### src/rtl/pll_bringup_seq.sv
// -----------------------------------------------------------------------------
// pll_bringup_seq
// Bring-up sequencer for a PLL loop. It walks the loop through a digital reset
// pulse, hands control from SPI to the loop, enables the PLL and fast AFC,
// pulses the loop reset again, waits for lock, opens an OTW calibration window
// and then parks in RUN. It watches for lock loss and services CONFIG reloads.
//
// Ports:
//   CLK, RST        clock (rising edge) and asynchronous active-high reset
//   START           begin bring-up from IDLE, or restart from ERROR
//   ABORT           return to IDLE next cycle from any state
//   CFG_REQ         CONFIG reload request, honoured only in RUN
//   LOCK            loop lock indicator, synchronous to CLK
//   SEQ_*           loop control outputs (registered)
//   BUSY/DONE/ERR   sequence status (registered)
//   STATE           current state code
// -----------------------------------------------------------------------------
module pll_bringup_seq #(
  parameter int unsigned T_RST    = 20,
  parameter int unsigned T_GAP    = 4,
  parameter int unsigned T_SETTLE = 2000,
  parameter int unsigned T_CAL    = 1300,
  parameter int unsigned T_CFG    = 20
) (
  input  logic       CLK,
  input  logic       RST,
  input  logic       START,
  input  logic       ABORT,
  input  logic       CFG_REQ,
  input  logic       LOCK,
  output logic       SEQ_NARST,
  output logic       SEQ_CTRL,
  output logic       SEQ_PLL_EN,
  output logic       SEQ_FAFC_EN,
  output logic       SEQ_CONFIG,
  output logic       SEQ_OTWCALI_EN,
  output logic       BUSY,
  output logic       DONE,
  output logic       ERR,
  output logic [3:0] STATE
);

  typedef enum logic [3:0] {
    S_IDLE     = 4'd0,
    S_RST1     = 4'd1,
    S_HANDOVER = 4'd2,
    S_ENABLE   = 4'd3,
    S_RST2     = 4'd4,
    S_SETTLE   = 4'd5,
    S_CAL      = 4'd6,
    S_RUN      = 4'd7,
    S_CFG      = 4'd8,
    S_ERROR    = 4'd9
  } state_e;

  typedef struct packed {
    logic narst;
    logic ctrl;
    logic pll_en;
    logic fafc_en;
    logic cfg_pulse;
    logic otwcali_en;
    logic busy;
    logic done;
    logic err;
  } outs_t;

  localparam outs_t IDLE_OUTS = '{narst: 1'b1, ctrl: 1'b1, default: 1'b0};

  // Output decode of a state; applied to the next state so that the registered
  // outputs line up with STATE in the same cycle.
  function automatic outs_t decode(state_e s);
    outs_t o;
    o = IDLE_OUTS;
    case (s)
      S_RST1:     begin o.narst = 1'b0; o.busy = 1'b1; end
      S_HANDOVER: begin o.ctrl = 1'b0; o.busy = 1'b1; end
      S_ENABLE, S_SETTLE: begin
        o.ctrl = 1'b0; o.pll_en = 1'b1; o.fafc_en = 1'b1; o.busy = 1'b1;
      end
      S_RST2: begin
        o.narst = 1'b0; o.ctrl = 1'b0; o.pll_en = 1'b1; o.fafc_en = 1'b1;
        o.busy = 1'b1;
      end
      S_CAL: begin
        o.ctrl = 1'b0; o.pll_en = 1'b1; o.fafc_en = 1'b1; o.otwcali_en = 1'b1;
        o.busy = 1'b1;
      end
      S_RUN: begin
        o.ctrl = 1'b0; o.pll_en = 1'b1; o.fafc_en = 1'b1; o.done = 1'b1;
      end
      S_CFG: begin
        o.ctrl = 1'b0; o.pll_en = 1'b1; o.fafc_en = 1'b1; o.cfg_pulse = 1'b1;
        o.busy = 1'b1; o.done = 1'b1;
      end
      S_ERROR: o.err = 1'b1;
      default: o = IDLE_OUTS;
    endcase
    return o;
  endfunction

  // Dwell counter reload value on entry; untimed states park it at zero.
  function automatic logic [15:0] load_val(state_e s);
    logic [15:0] v;
    v = 16'd0;
    case (s)
      S_RST1, S_RST2:       v = 16'(T_RST - 1);
      S_HANDOVER, S_ENABLE: v = 16'(T_GAP - 1);
      S_SETTLE:             v = 16'(T_SETTLE - 1);
      S_CAL:                v = 16'(T_CAL - 1);
      S_CFG:                v = 16'(T_CFG - 1);
      default:              v = 16'd0;
    endcase
    return v;
  endfunction

  state_e      state_q, state_d;
  logic [15:0] cnt_q, cnt_d;
  logic [1:0]  lock_run_q, lock_run_d;  // consecutive qualifying LOCK samples
  outs_t       outs_q;
  logic        expired;
  logic        lock_qual;

  assign expired = (cnt_q == 16'd0);

  // SETTLE qualifies on LOCK high, RUN on LOCK low (loss of lock).
  always_comb begin
    // NOTE: every combinational output gets a default first so no path through
    // the case statements can leave it unassigned and infer a latch.
    lock_qual = 1'b0;
    if (state_q == S_SETTLE) lock_qual = LOCK;
    else if (state_q == S_RUN) lock_qual = !LOCK;
  end

  always_comb begin
    state_d = state_q;
    case (state_q)
      S_IDLE:     if (START)   state_d = S_RST1;
      S_RST1:     if (expired) state_d = S_HANDOVER;
      S_HANDOVER: if (expired) state_d = S_ENABLE;
      S_ENABLE:   if (expired) state_d = S_RST2;
      S_RST2:     if (expired) state_d = S_SETTLE;
      // A 4th qualifying sample beats a timeout landing in the same cycle.
      S_SETTLE: begin
        if (lock_qual && lock_run_q == 2'd3) state_d = S_CAL;
        else if (expired)                    state_d = S_ERROR;
      end
      S_CAL:      if (expired) state_d = S_RUN;
      // Lock loss beats a simultaneous CONFIG request.
      S_RUN: begin
        if (lock_qual && lock_run_q == 2'd3) state_d = S_ERROR;
        else if (CFG_REQ)                    state_d = S_CFG;
      end
      S_CFG:      if (expired) state_d = S_RUN;
      S_ERROR:    if (START)   state_d = S_RST1;
      default:                 state_d = S_IDLE;
    endcase
    if (ABORT) state_d = S_IDLE;
  end

  always_comb begin
    cnt_d      = 16'd0;
    lock_run_d = 2'd0;
    if (state_d != state_q) begin
      cnt_d = load_val(state_d);
    end else begin
      cnt_d = expired ? 16'd0 : cnt_q - 16'd1;
      if (lock_qual && lock_run_q != 2'd3) lock_run_d = lock_run_q + 2'd1;
      else if (lock_qual)                  lock_run_d = lock_run_q;
    end
  end

  always_ff @(posedge CLK or posedge RST) begin
    // NOTE: sequential state uses non-blocking assignments so every register
    // samples pre-edge values regardless of statement order.
    if (RST) begin
      state_q    <= S_IDLE;
      cnt_q      <= 16'd0;
      lock_run_q <= 2'd0;
      outs_q     <= IDLE_OUTS;
    end else begin
      state_q    <= state_d;
      cnt_q      <= cnt_d;
      lock_run_q <= lock_run_d;
      outs_q     <= decode(state_d);
    end
  end

  assign SEQ_NARST      = outs_q.narst;
  assign SEQ_CTRL       = outs_q.ctrl;
  assign SEQ_PLL_EN     = outs_q.pll_en;
  assign SEQ_FAFC_EN    = outs_q.fafc_en;
  assign SEQ_CONFIG     = outs_q.cfg_pulse;
  assign SEQ_OTWCALI_EN = outs_q.otwcali_en;
  assign BUSY           = outs_q.busy;
  assign DONE           = outs_q.done;
  assign ERR            = outs_q.err;
  assign STATE          = state_q;

endmodule

### config.mk
export PLATFORM = sky130hd
export DESIGN_NAME = pll_bringup_seq
export DESIGN_NICKNAME = d
export VERILOG_FILES = /design/src/rtl/pll_bringup_seq.sv
export SDC_FILE = /design/constraint.sdc
export NUM_CORES = 1
export LEC_CHECK = 0
export CAP_MARGIN = 20
export CORE_ASPECT_RATIO = 2
export CORE_MARGIN = 5
export CORE_UTILIZATION = 50
export DETAILED_ROUTE_END_ITERATION = 7
export PLACE_DENSITY = 0.74
export SLEW_MARGIN = 20
export SYNTH_ARGS = -nofsm -noshare
export SYNTH_HDL_FRONTEND = slang
export SYNTH_SLANG_ARGS = --single-unit
### constraint.sdc
create_clock -name CLK -period 2.4 [get_ports CLK]
set_clock_uncertainty 0.05 [all_clocks]
set_input_delay 0.24 -clock CLK [delete_from_list [all_inputs] [get_ports CLK]]
set_output_delay 0.24 -clock CLK [all_outputs]
set_load 0.05 [all_outputs]
==> flow_summary.yaml <==
worst_setup_path:
  reg2reg_to: "cnt_q[15]"
  critPathLaunch: "cnt_q[1]"
  rr_startpoint: "cnt_q[1]"
  cp.arrival_ns: 2.65
  crit_fanout: 3
  reg2regPathDepth: 9
  end_kind: "register"
  endpoint: "cnt_q[15]"
  reg2reg_slack_ns: -0.13
  startpoint_type: "register"
  path_class: "register to register"
  cp_data_required_time_ns: 2.53
timing:
  drv_slew: 0
  maxSlewHeadroom_pct: 47.7
  fin_crit_ns: 2.53
  tns_ns: -0.716
  hold_viol_final: 0
  rsz0062_at_grt: "true"
  setup_violations: 12
  worst_pin_slew_ns: 0.784
  fin_ws_ns: -0.125
  fmax_ghz: 0.396
  min_period_over_period_pct: 105
synthesis:
  synthFlopType: "dfrtp_1"
  syn_avg_cell_area_um2: 9.12
  synth_top_area_share_pct: 36.1
  ys_types: 61
  synth_top_cell_by_area: "dfrtp_1"
  ys_warn_count: 0
  syn_nets: 221
  ys_seq_area_share_pct: 38.8
  synth_cells: 213
  synth-edff-count: 0
  synthArstFlopShare_pct: 100
  synthTopCellsByArea: "dfrtp_1 36%, nor2_1 4.4%, xnor2_1 3.6%, dfstp_2 2.7%, xor2_1 2.7%"
  syn_area_um2: 1940
  ys_seq_elements: 30
power_and_ir_drop:
  ir_drop_v: 0.000639
  switchingPower_uw: 1120
  powerDensity_nw_per_um2: 987
  pwr-share-seq_pct: 27.2
  intPower_uw: 1690
  combPwrFrac_pct: 55.9
  power_frac_clock_pct: 16.9
  power_leakage_uw: 0.00120
  finalPower_uw: 2810
  swShare_pct: 39.8
status:
  violations: "negative setup slack"
  outcome: "complete, but fails checks"
floorplanning:
  pin_count: 19
  placement_rows: 32
  dieWidth_um: 54.1
  die_h_um: 98.2
  start_util_pct: 51.1
  die_area_um2: 5310
  core_um2: 3800
global_routing:
  antenna_found_initial: 0
  grt_pass1_wl_mm: 8.74
  gr-total-overflow: 0
  grt_pass1_vias: 1937
  grt_max_degree: 22
  grt_usage_pct: 22.5
clocking:
  cts_inserted_buffers: 5
  clock_path_buffers: 2
  clockRootBuffer: "clkbuf_8"
  cts_tree: "done"
  ctsHoldBuffers: 0
  htree_levels: 2
  clk_pin_slew_worst_paths_ns: 0.06
  worstSkewPairLatency_ns: 0.29
  clock_sinks: 30
layout:
  fill_cells: 264
  layout.nets: 280
  area_growth_syn_to_layout_pct: 46.4
  drive_gt1_share_pct: 41.0
  n_antenna_cell: 0
route:
  first_pass_iters: 4
  viasPerCell: 5.80
  vias: 1880
  finalWirelength_mm: 5.67
  drc: 0
  ant_nets: 0
  wl_per_cell_um: 17.5
  dr.first_iter.drc_count: 63
placed_design:
  port_buffers: 18
  globalplace.congestion: 0.823
  hpwlAfterDp_mm: 3.65
job:
  cap_violations: 0
worst_hold_path:
  hold_class: "input port to asynchronous set/reset pin"
## timing repair
item / CTS / global route
setup endpoints to repair: 20 / 25
resized for setup: 25 / 27
pin swaps: 14 / 10
cloned: 1 / 0
setup buffers: 5 / 5
endpoints found under the hold margin: 0 / 0
## sequential cells by signal, indices dropped and copies added, names as in the netlist
register        flops
STATE               4
SEQ_NARST           1
lock_run_q          2
DONE                1
BUSY                1
SEQ_CTRL            1
cnt_q              16
ERR                 1
SEQ_FAFC_EN         1
SEQ_CONFIG          1
SEQ_OTWCALI_EN      1
## critical path: stages (launching register included)
cell and delay, ns:
dfrtp_1 0.38, buf_4 0.13, buf_4 0.13, or4_4 0.48, or3_4 0.35, or3b_4 0.41, nor2_1 0.11, nand2_1 0.09
mux2i_1 0.22, nor2_1 0.08
## power groups by stage
stage	logic, uW	clock network [uW]	registers (uW)
after global routing	1690	507	775
after detailed placement	1160	0	752
final	1570	475	763
after CTS	1310	480	751
after floorplan	721	0	808
after global placement	1140	0	746
## metrics by stage
step | area, um^2 | worst slack [ns] | cells | util (%) | hold WS (ns)
floorplan | 1990 | -0.0362 | 213 | - | 0.279
global placement | 2400 | -0.0781 | 306 | 63.2 | 0.507
detailed placement | 2400 | -0.160 | 306 | 63.2 | 0.520
CTS | 2690 | -0.00403 | 320 | 70.7 | 0.370
global route | 2840 | -0.209 | 324 | 74.8 | 0.449
finish | 2840 | -0.125 | 324 | 74.8 | 0.348
## layout by cell type, fill, tap and decap left out, types with 3 or more instances in the layout
cell type,instances
dfrtp_1,23
clkbuf_8,8
o21ai_1,3
buf_6,3
dfrtp_2,5
and2_1,4
clkdlybuf4s50_1,18
o21ai_2,6
a21oi_1,6
nor2_1,21
o21ai_0,6
xnor2_1,8
or3_4,3
nand2_1,11
o22ai_1,3
buf_4,45
inv_1,13
nor3_1,6
o211ai_1,4
xor2_1,6
nand3_1,3
## cells in the mapped netlist, drive strengths merged (2+ instances only)
cell	count
a211oi	3
a21o	3
a21oi	9
a2bb2oi	2
and2	4
and3	3
and4b	2
buf	13
clkbuf	2
dfrtp	28
dfstp	2
ha	2
inv	13
mux2i	2
nand2	12
nand2b	2
nand3	3
nand3b	2
nand4	2
nor2	24
nor3	8
nor4	5
o2111ai	2
o211ai	4
o21ai	15
o22ai	3
o2bb2ai	2
o31ai	3
or2	3
or3	2
or3b	3
or4	3
xnor2	8
xor2	6
## area by class of cell
class	count	area, um^2	area share, %
sequential	30	759	26.7
timing repair buffer	66	552	19.4
multi-input combinational	156	1310	46.1
tap	51	63.8	2.24
clock buffer	8	110	3.87
inverter	13	48.8	1.72
## logic make-up after synthesis
group	count (synthesis)	synth area share [%]
DFF	30	38.8
AOI/OAI and AO/OA	55	21.0
and+or+nand+nor	82	24.5
muxes	2	1.03
xor gates and xnor gates	14	6.31
buffers and inverters	28	7.15
adders and majority gates	2	1.29
## how the worst min path moves through the flow
stage | startpoint | endpoint | slack [ns] | cells past startpoint
finish | RST | cnt_q[1] | 0.35 | 2
global route | RST | SEQ_CONFIG | 0.45 | 2
CTS | RST | SEQ_CONFIG | 0.37 | 2
detailed placement | cnt_q[5] | cnt_q[5] | 0.52 | 2
global placement | cnt_q[0] | cnt_q[0] | 0.51 | 2
floorplan | RST | BUSY | 0.28 | 1
## per-layer routing
layer  wire length (um)  GRT usage [%]  vias up  part of all wire [%]
met5                  0              0        -                     0
met4                229           11.7        0                   4.0
met3                203           3.66       19                   3.6
met2               3180           40.0       49                    56
met1               2060           23.9      922                    36
li1                   -              -      890                     -
Note: power is estimated with default switching activity, not from simulation.
